===== config.mk =====
export PLATFORM = sky130hd
export DESIGN_NAME = rr_lock_arbiter
export DESIGN_NICKNAME = d
export VERILOG_FILES = /design/src/rtl/rr_arb_pkg.sv /design/src/rtl/rr_arb_pick.sv /design/src/rtl/rr_lock_arbiter.sv
export SDC_FILE = /design/constraint.sdc
export NUM_CORES = 1
export LEC_CHECK = 0
export CORE_MARGIN = 3
export CORE_UTILIZATION = 43
export CTS_CLUSTER_DIAMETER = 80
export CTS_CLUSTER_SIZE = 20
export DETAILED_ROUTE_END_ITERATION = 6
export PLACE_DENSITY_LB_ADDON = 0.2
export SYNTH_ARGS = -nofsm -noshare
export SYNTH_HDL_FRONTEND = slang
export SYNTH_SLANG_ARGS = --single-unit

===== constraint.sdc =====
create_clock -name clock -period 13.4 [get_ports clock]
set_input_delay 2.68 -clock clock [delete_from_list [all_inputs] [get_ports clock]]
set_output_delay 2.68 -clock clock [all_outputs]
set_load 0.05 [all_outputs]

===== src/rtl/rr_arb_pkg.sv =====
// rtl/rr_arb_pkg.sv - shared payload type and channel-count limits for the round-robin lock arbiter
package rr_arb_pkg;

    // Legal channel-count window for rr_lock_arbiter.
    localparam int N_IN_MIN = 2;
    localparam int N_IN_MAX = 16;

    // Payload field widths carried by the output slot.
    localparam int PAYLOAD_ID_W  = 3;
    localparam int PAYLOAD_OFF_W = 3;

    typedef struct packed {
        logic [PAYLOAD_ID_W-1:0]  id;
        logic [PAYLOAD_OFF_W-1:0] offset;
        logic                     last;
    } rr_payload_t;

    function automatic bit n_in_legal(input int n);
        return (n >= N_IN_MIN) && (n <= N_IN_MAX);
    endfunction

endpackage


===== src/rtl/rr_arb_pick.sv =====
// rtl/rr_arb_pick.sv - combinational round-robin pick: first valid channel after ptr, wrapping modulo N_IN
module rr_arb_pick #(
    parameter int N_IN = 8
) (
    input  logic [N_IN-1:0]         valid,
    input  logic [$clog2(N_IN)-1:0] ptr,
    output logic [N_IN-1:0]         grant,
    output logic [$clog2(N_IN)-1:0] idx
);

    localparam int IDX_W = $clog2(N_IN);

    logic [IDX_W:0] cand;
    logic           found;

    // Walk ptr+1 .. ptr+N_IN; one subtraction keeps the candidate below N_IN
    // so non-power-of-two channel counts never produce an out-of-range index.
    always_comb begin
        grant = '0;
        idx   = '0;
        found = 1'b0;
        cand  = '0;
        for (int k = 1; k <= N_IN; k++) begin
            cand = {1'b0, ptr} + (IDX_W+1)'(k);
            if (cand >= (IDX_W+1)'(N_IN)) begin
                cand = cand - (IDX_W+1)'(N_IN);
            end
            if (!found && valid[cand[IDX_W-1:0]]) begin
                found                   = 1'b1;
                grant[cand[IDX_W-1:0]]  = 1'b1;
                idx                     = cand[IDX_W-1:0];
            end
        end
    end

endmodule


===== src/rtl/rr_lock_arbiter.sv =====
// rtl/rr_lock_arbiter.sv - round-robin N-to-1 arbiter with one registered output slot; burst lock when RR_ARB_LOCK_EN is defined
module rr_lock_arbiter
    import rr_arb_pkg::*;
#(
    parameter int N_IN  = 8,
    parameter int ID_W  = 3,
    parameter int OFF_W = 3
) (
    input  logic                     clock,
    input  logic                     reset,
    input  logic [N_IN-1:0]          io_in_valid,
    output logic [N_IN-1:0]          io_in_ready,
    input  logic [N_IN*ID_W-1:0]     io_in_bits_id,
    input  logic [N_IN*OFF_W-1:0]    io_in_bits_offset,
    input  logic [N_IN-1:0]          io_in_bits_last,
    input  logic                     io_out_ready,
    output logic                     io_out_valid,
    output logic [ID_W-1:0]          io_out_bits_id,
    output logic [OFF_W-1:0]         io_out_bits_offset,
    output logic                     io_out_bits_last,
    output logic [$clog2(N_IN)-1:0]  io_out_chosen
);

    localparam int IDX_W = $clog2(N_IN);

    // Elaboration-time guards on the configuration.
    if (!n_in_legal(N_IN)) begin : g_bad_n_in
        $error("rr_lock_arbiter: N_IN out of range");
    end
    if ((ID_W != PAYLOAD_ID_W) || (OFF_W != PAYLOAD_OFF_W)) begin : g_bad_width
        $error("rr_lock_arbiter: ID_W/OFF_W must match rr_arb_pkg payload widths");
    end

    rr_payload_t      slot_q, slot_d;
    logic             out_valid_q, out_valid_d;
    logic [IDX_W-1:0] chosen_q, chosen_d;
    logic [IDX_W-1:0] ptr_q, ptr_d;

    logic             slot_free;
    logic [N_IN-1:0]  pick_grant;
    logic [IDX_W-1:0] pick_idx;
    logic [N_IN-1:0]  grant;
    logic [IDX_W-1:0] grant_idx;
    logic             accept;
    rr_payload_t      in_beat;

    rr_arb_pick #(
        .N_IN (N_IN)
    ) u_pick (
        .valid (io_in_valid),
        .ptr   (ptr_q),
        .grant (pick_grant),
        .idx   (pick_idx)
    );

`ifdef RR_ARB_LOCK_EN
    logic             lock_q, lock_d;
    logic [IDX_W-1:0] lock_idx_q, lock_idx_d;
    logic [N_IN-1:0]  lock_grant;

    // While locked the grant is pinned to the burst owner, even when it is idle.
    always_comb begin
        lock_grant             = '0;
        lock_grant[lock_idx_q] = 1'b1;
        grant                  = lock_q ? lock_grant : pick_grant;
        grant_idx              = lock_q ? lock_idx_q : pick_idx;
    end

    // A non-final beat opens (or keeps) the lock; the owner's final beat releases it.
    always_comb begin
        lock_d     = lock_q;
        lock_idx_d = lock_idx_q;
        if (accept) begin
            if (!in_beat.last) begin
                lock_d     = 1'b1;
                lock_idx_d = grant_idx;
            end else if (grant_idx == lock_idx_q) begin
                lock_d     = 1'b0;
            end
        end
    end

    // Lock state register.
    always_ff @(posedge clock or negedge reset) begin
        if (!reset) begin
            lock_q     <= 1'b0;
            lock_idx_q <= '0;
        end else begin
            lock_q     <= lock_d;
            lock_idx_q <= lock_idx_d;
        end
    end
`else
    // Every beat is re-arbitrated; last is carried through untouched.
    always_comb begin
        grant     = pick_grant;
        grant_idx = pick_idx;
    end
`endif

    // Handshake: the slot can take a beat when empty or draining this cycle.
    always_comb begin
        slot_free   = ~out_valid_q | io_out_ready;
        io_in_ready = grant & {N_IN{slot_free}};
        accept      = |(io_in_valid & io_in_ready);
    end

    // Select the granted channel's payload fields.
    always_comb begin
        in_beat        = '0;
        in_beat.id     = io_in_bits_id[int'(grant_idx)*ID_W +: ID_W];
        in_beat.offset = io_in_bits_offset[int'(grant_idx)*OFF_W +: OFF_W];
        in_beat.last   = io_in_bits_last[grant_idx];
    end

    // Slot and pointer update: load on accept, empty on a drain without refill, hold otherwise.
    always_comb begin
        slot_d      = slot_q;
        out_valid_d = out_valid_q;
        chosen_d    = chosen_q;
        ptr_d       = ptr_q;
        if (accept) begin
            slot_d      = in_beat;
            out_valid_d = 1'b1;
            chosen_d    = grant_idx;
            ptr_d       = grant_idx;
        end else if (io_out_ready) begin
            out_valid_d = 1'b0;
        end
    end

    // Slot state register; ptr resets to the last channel so channel 0 wins first.
    always_ff @(posedge clock or negedge reset) begin
        if (!reset) begin
            slot_q      <= '0;
            out_valid_q <= 1'b0;
            chosen_q    <= '0;
            ptr_q       <= IDX_W'(N_IN-1);
        end else begin
            slot_q      <= slot_d;
            out_valid_q <= out_valid_d;
            chosen_q    <= chosen_d;
            ptr_q       <= ptr_d;
        end
    end

    assign io_out_valid       = out_valid_q;
    assign io_out_bits_id     = slot_q.id;
    assign io_out_bits_offset = slot_q.offset;
    assign io_out_bits_last   = slot_q.last;
    assign io_out_chosen      = chosen_q;

endmodule


# Word level (Yosys, flattened, before mapping)
# Index checks and enable logic that the tools add are counted.
[word_totals] output_inout_bits=19 input_bits=67 elab_cells=152 ff_bits=14
[classes] addsub=16 mul=1 shift=2 bitwise_logic=11 n_mux=67 magnitude_cmp=25 n_reduce_logical=24
[ops] operator="2-to-1 mux 8 bit" n=8
[ops] operator="bitwise OR 8 bit" n=7
[ops] operator="2-to-1 mux 3 bit" n=16
[ops] operator="< comparator 3 x 4 -> 1 bit (second input constant)" n=9
[ops] operator="greater-or-equal comparator 4 bit (second input constant)" n=8
[ops] operator="variable part select 24 x 32 -> 3 bit" n=1
[ops] operator="binary-select mux 1 bit (select 3 bit)" n=9
[ops] operator="2-to-1 mux 1 bit" n=26
[ops] operator="demux 1 bit (select 3 bit)" n=8
[ops] operator="greater-or-equal comparator 3 x 1 -> 1 bit (second input constant)" n=8
[ops] operator="variable part select 24 x 6 -> 3 bit" n=1
[ops] operator="subtractor 3 x 1 -> 3 bit (second input constant)" n=8
[ops] operator="adder 3 x 3 -> 4 bit (second input constant)" n=4
[ops] operator="bitwise AND 8 bit" n=2
[ops] operator="logical AND 1 bit" n=15
[ops] operator="adder 3 x 2 -> 4 bit (second input constant)" n=2
[ops] operator="OR reduction 8 bit" n=1
[ops] operator="logical NOT 1 bit" n=7
[ops] operator="multiplier 3 x 2 -> 5 bit (second input constant)" n=1
[ops] operator="adder 3 x 1 -> 4 bit (second input constant)" n=1
[ops] operator="adder 3 x 4 -> 4 bit (second input constant)" n=1
[ops] operator="nonzero test 2 bit" n=1
[ops] operator="inverter 1 bit" n=1
[ops] operator="bitwise OR 1 bit" n=1

# Longest topological paths before layout
[logic_depth] word_depth=31 mapped_depth=19 ltp_nobuf=12

# Cells and area by module
# Synthesis repeated with hierarchy kept, for this count alone.
[unflattened] cells_unflattened=205 area_unflattened_um2=2244.7
[by_module_without_submodules] module="rr_arb_pick" n_inst=1 cells_each=135 area_each_um2=1153.6 seq_area_each_um2=0.0
[by_module_without_submodules] module="rr_lock_arbiter" n_inst=1 cells_each=70 area_each_um2=1091.0 seq_area_each_um2=354.1

# Worst setup path after synthesis
# Ideal clock, no wire load.
[synth_path] path_kind="input to output" start="input io_in_valid[3]" end="output io_in_ready[0]" slack_ps=5409 cell_stages=9 arrival_ps=5311 path_buffers=2 cell_sequence="mux2_1 > mux4_2 > buf_2 > nor3_2 > and3_1 > buf_4 > nand3_2 > o32a_1 > a21oi_1"
[synth_via] elab_chain_len=25 word_cells_on_any_way=53 classes_between="mux: 31; bitwise: 8; reduce/logical: 14"
[synth_rtl] element="from (decl)" line_no="rr_lock_arbiter.sv:11" rtl="input logic [N_IN-1:0] io_in_valid,"
[synth_rtl] element="binary-select mux 1 bit (select 3 bit)" line_no="rr_arb_pick.sv:28" rtl="if (!found && valid[cand[IDX_W-1:0]]) begin"
[synth_rtl] element="2-to-1 mux 1 bit (not written as such)" line_no="rr_arb_pick.sv:28"
[synth_rtl] element="2-to-1 mux 1 bit" line_no="rr_arb_pick.sv:28"
[synth_rtl] element="logical NOT 1 bit" line_no="rr_arb_pick.sv:28"
[synth_rtl] element="logical AND 1 bit" line_no="rr_arb_pick.sv:28"
[synth_rtl] element="2-to-1 mux 1 bit" line_no="rr_arb_pick.sv:28"
[synth_rtl] element="logical NOT 1 bit" line_no="rr_arb_pick.sv:28"
[synth_rtl] element="logical AND 1 bit" line_no="rr_arb_pick.sv:28"
[synth_rtl] element="(+9 left out)"
[synth_rtl] element="2-to-1 mux 1 bit" line_no="rr_arb_pick.sv:28"
[synth_rtl] element="logical NOT 1 bit" line_no="rr_arb_pick.sv:28"
[synth_rtl] element="logical AND 1 bit" line_no="rr_arb_pick.sv:28"
[synth_rtl] element="2-to-1 mux 1 bit" line_no="rr_arb_pick.sv:28"
[synth_rtl] element="logical NOT 1 bit" line_no="rr_arb_pick.sv:28"
[synth_rtl] element="logical AND 1 bit" line_no="rr_arb_pick.sv:28"
[synth_rtl] element="2-to-1 mux 8 bit (*)" line_no="rr_arb_pick.sv:28"
[synth_rtl] element="bitwise AND 8 bit (*)" line_no="rr_lock_arbiter.sv:104" rtl="io_in_ready = grant & {N_IN{slot_free}};"
[synth_rtl] element="to (decl)" line_no="rr_lock_arbiter.sv:12" rtl="output logic [N_IN-1:0] io_in_ready,"
# Mark *: on every way between the ends. The rest lies on a longest branch, timed or not. The select of a mux whose other input is x is not followed.

# Worst setup path after layout
[layout_path] start="input io_in_valid[5]" end="output io_in_ready[3]"
# The elaborated chain is that of the path after synthesis.

==> metrics.md <==
| Metric | Value |
|---|---|
| Status | `complete, no violations` |
| Mapped Cells | `approximately 360` |
| Worst Path Required | `about 11 ns` |
| Actual slew at the worst max-slew pin | `around 1.2 ns` |
| WS Path Type | `input pin to primary output` |
| Layout cells sized above 1 | `8.08%` |
| Commonest non-fill, non-tap cell in the layout | `clkdlybuf4s50_1` |
| Flops & latches, synth | `14` |
| CTS sink cnt | `14` |
| H-Tree Depth | `1` |
| TritonCTS buffer count | `3` |
| Final Max Tran Viols | `0` |
| Area Overhead vs Synth | `29.5%` |
| Initial DRC count | `350` |
| Drt first pass iters | `5` |
| Worst hold slack | `about 0.54 ns` |
| Drt via density | `between 6 and 7` |
| Total grt overflow | `0` |
| All-Layer GR Usage | `between 20% and 30%` |
| Flop-to-flop setup slack | `slightly below 7 ns` |
| DP Worst Slack | `roughly 4.1 ns` |
| Post CTS Setup Buffer Count | `0` |
| Core Region | `around 6400 µm²` |
| Initial core utilization | `between 40% and 50%` |
| Syn_area_per_cell | `~8.0 µm²` |
| Yosys top cell area share | `9.63%` |
| Post-DP HPWL | `around 8800 µm` |
| Clock tree buffer depth | `2` |
| Synth Flop Type | `dfrtp_1` |
| Slowest stage delay, CP | `0.82 ns` |
| Clk pin slew, worst setup/hold paths | `~0.06 ns` |
| Top Ports | `86` |
| Worst Skew | `about 0.0018 ns` |
| Post_cts resized | `0` |
| Largest net degree at the start of global routing | `41` |
| Dominant cell type by area after synthesis | `dfrtp_1` |
| Die width | `87.5 µm` |
| Crit-path max FO | `13` |
| Maximum clock rate | `about 110 MHz` |
| Fin crit period | `9.48 ns` |
| Synth warnings | `0` |
| N_diodes | `0` |
| Setup TNS | `0 ns` |
| Tcrit/Tclk final | `between 70% and 80%` |
| Min-delay worst type | `flop to flop` |
| Antenna Nets Post-Route | `0` |
| GPL Wtd Cong | `~1` |
| Max Cap Viol | `0` |
| CTS tree | `done` |
| Final Hold Viols | `0` |
| Post-synth EDFFs | `0` |
| Worst path bufs/invs | `2` |
| Die height | `roughly 88 µm` |
| Global-route wire length before repair | `17900 µm` |
| Worst EP arrival | `between 6 and 7 ns` |
| Post-Syn Nets | `between 400 and 500` |
| Worst setup EP type | `primary output` |
| Insertion delay to the later sink of the worst-skew pair | `around 0.24 ns` |
| Sequential fraction of the synthesis area | `about an eighth` |
| PnR worst setup slack | `between 3 and 4 ns` |
| Ys async rst share | `100%` |
| Final WL | `11500 µm` |
| Nets@finish | `a little under 500` |
| Initial antenna violation count | `0` |
| Crit-path cells | `clkdlybuf4s50_1 > mux2_2 > mux4_2 > nor3_2 > and3_1 > nand3_2 > o32ai_1 > nor2_1 > nor2_1 > clkdlybuf4s50_1` |
| Count of final setup violators | `0` |
| Quantity of hold-fixing buffers added after cts | `0` |
| Synth top area cells | `dfrtp_1, mux2i_1, mux4_2` |
| CTS Root Cell | `clkbuf_8` |
| # rows | `29` |
| DR DRC count | `0` |
| RSZ-0062 raised after global routing | `false` |
| Synth unique cells | `between 60 and 70` |
| Routed wire length per instance | `roughly 23 µm` |
| Vias in the first global route | `roughly 3300` |
| Slowest library cell on the worst path | `clkdlybuf4s50_1` |
| Most frequent cells in the layout | `clkdlybuf4s50_1, nand2_1, mux2i_1` |
| Port buffer count | `between 80 and 90` |
| Syn Std Cell Area | `roughly 2900 µm²` |
| CP top delay family | `buffers and inverters` |
| Worst rel slew slack | `between 20% and 30%` |
| Vias | `approximately 3400` |
| Worst Setup Start Kind | `input pin` |
| Die footprint | `7660 µm²` |
## Yosys cell counts (all sizes together) (4+ instances only)
cell    count
nor3       23
a211o      16
a211oi     14
a21oi      21
nand4       5
and3       16
o22ai       4
ha          6
and2        5
o211ai      9
o21ai      15
inv         4
nand2      30
mux2        9
nor2b       4
mux2i      27
nand3      14
buf        14
dfrtp      11
nor2       20
a31oi       8
clkbuf     14
o221ai      6
mux4        9
o31a        4
## metal layers
layer  vias to the layer above  track usage (%)  part of all wire [%]
li1                       1561                -                     -
met1                      1622             44.4                    45
met2                       201             45.2                    44
met3                        22             5.08                   9.2
met4                         0             6.00                   2.4
met5                         -                0                     0
## registers in the layout (all words and copies together), names as in the netlist
signal / flops
io_out_bits_id: 3
io_out_bits_offset: 3
ptr_q: 3
io_out_bits_last: 1
io_out_valid: 1
io_out_chosen: 3
## cell families (layout without fill, tap and decap cells)
group	count (synthesis)	count (layout)	share of synthesized area [%]
adders and majority gates	6	6	2.63
DFF	14	14	12.4
AOI/OAI and AO/OA	131	131	33.7
buffers and inverters	32	94	6.30
and+or+nand+nor	127	127	23.1
xor gates and xnor gates	4	4	1.75
muxes	45	45	20.1
## through the flow
step           std cells  utilization (%)  instance area [µm²]
2_1_floorplan        359                -                 2860
3_3_place_gp         494             57.1                 3650
3_5_place_dp         494             57.1                 3650
4_1_cts              498             58.0                 3700
5_1_grt              498             58.0                 3700
6_report             498             58.0                 3700
## worst register-to-register path, stage by stage, from the launching register on
cell      delay (ns)
dfstp_2         1.11
inv_1           0.35
ha_1            0.42
xnor2_1         0.69
mux2i_1         0.21
o221ai_1        0.50
and3_1          0.53
nand4_1         0.18
o211ai_1        0.51
nand2_1         1.02
mux2i_1         0.33
a211o_1         0.35
a31oi_1         0.18
## final timing paths
check / start / to / cells after the start
setup / recovery: io_in_valid[5] / io_in_ready[3] / 10
hold / removal: io_out_chosen[0] / io_out_chosen[0] / 2
setup reg to reg: ptr_q[0] / io_out_bits_offset[0] / 12
hold reg to reg: io_out_chosen[0] / io_out_chosen[0] / 2
max in group asynchronous: reset / io_out_bits_id[2] / 1
min in group asynchronous: reset / io_out_valid / 1
## area by class of cell
| class | instances | area, µm² |
|---|---|---|
| fillers | 587 | 2680 |
| multi-input cells | 313 | 2320 |
| repair buffers | 86 | 858 |
| flip-flops and latches | 14 | 354 |
| well taps | 77 | 96.3 |
| clock buffers | 4 | 55.1 |
| inverters | 4 | 15.0 |
Power is left out: the tool's default activity adds up to more than one toggle a clock period on the data nets, which glitch-free logic cannot reach.
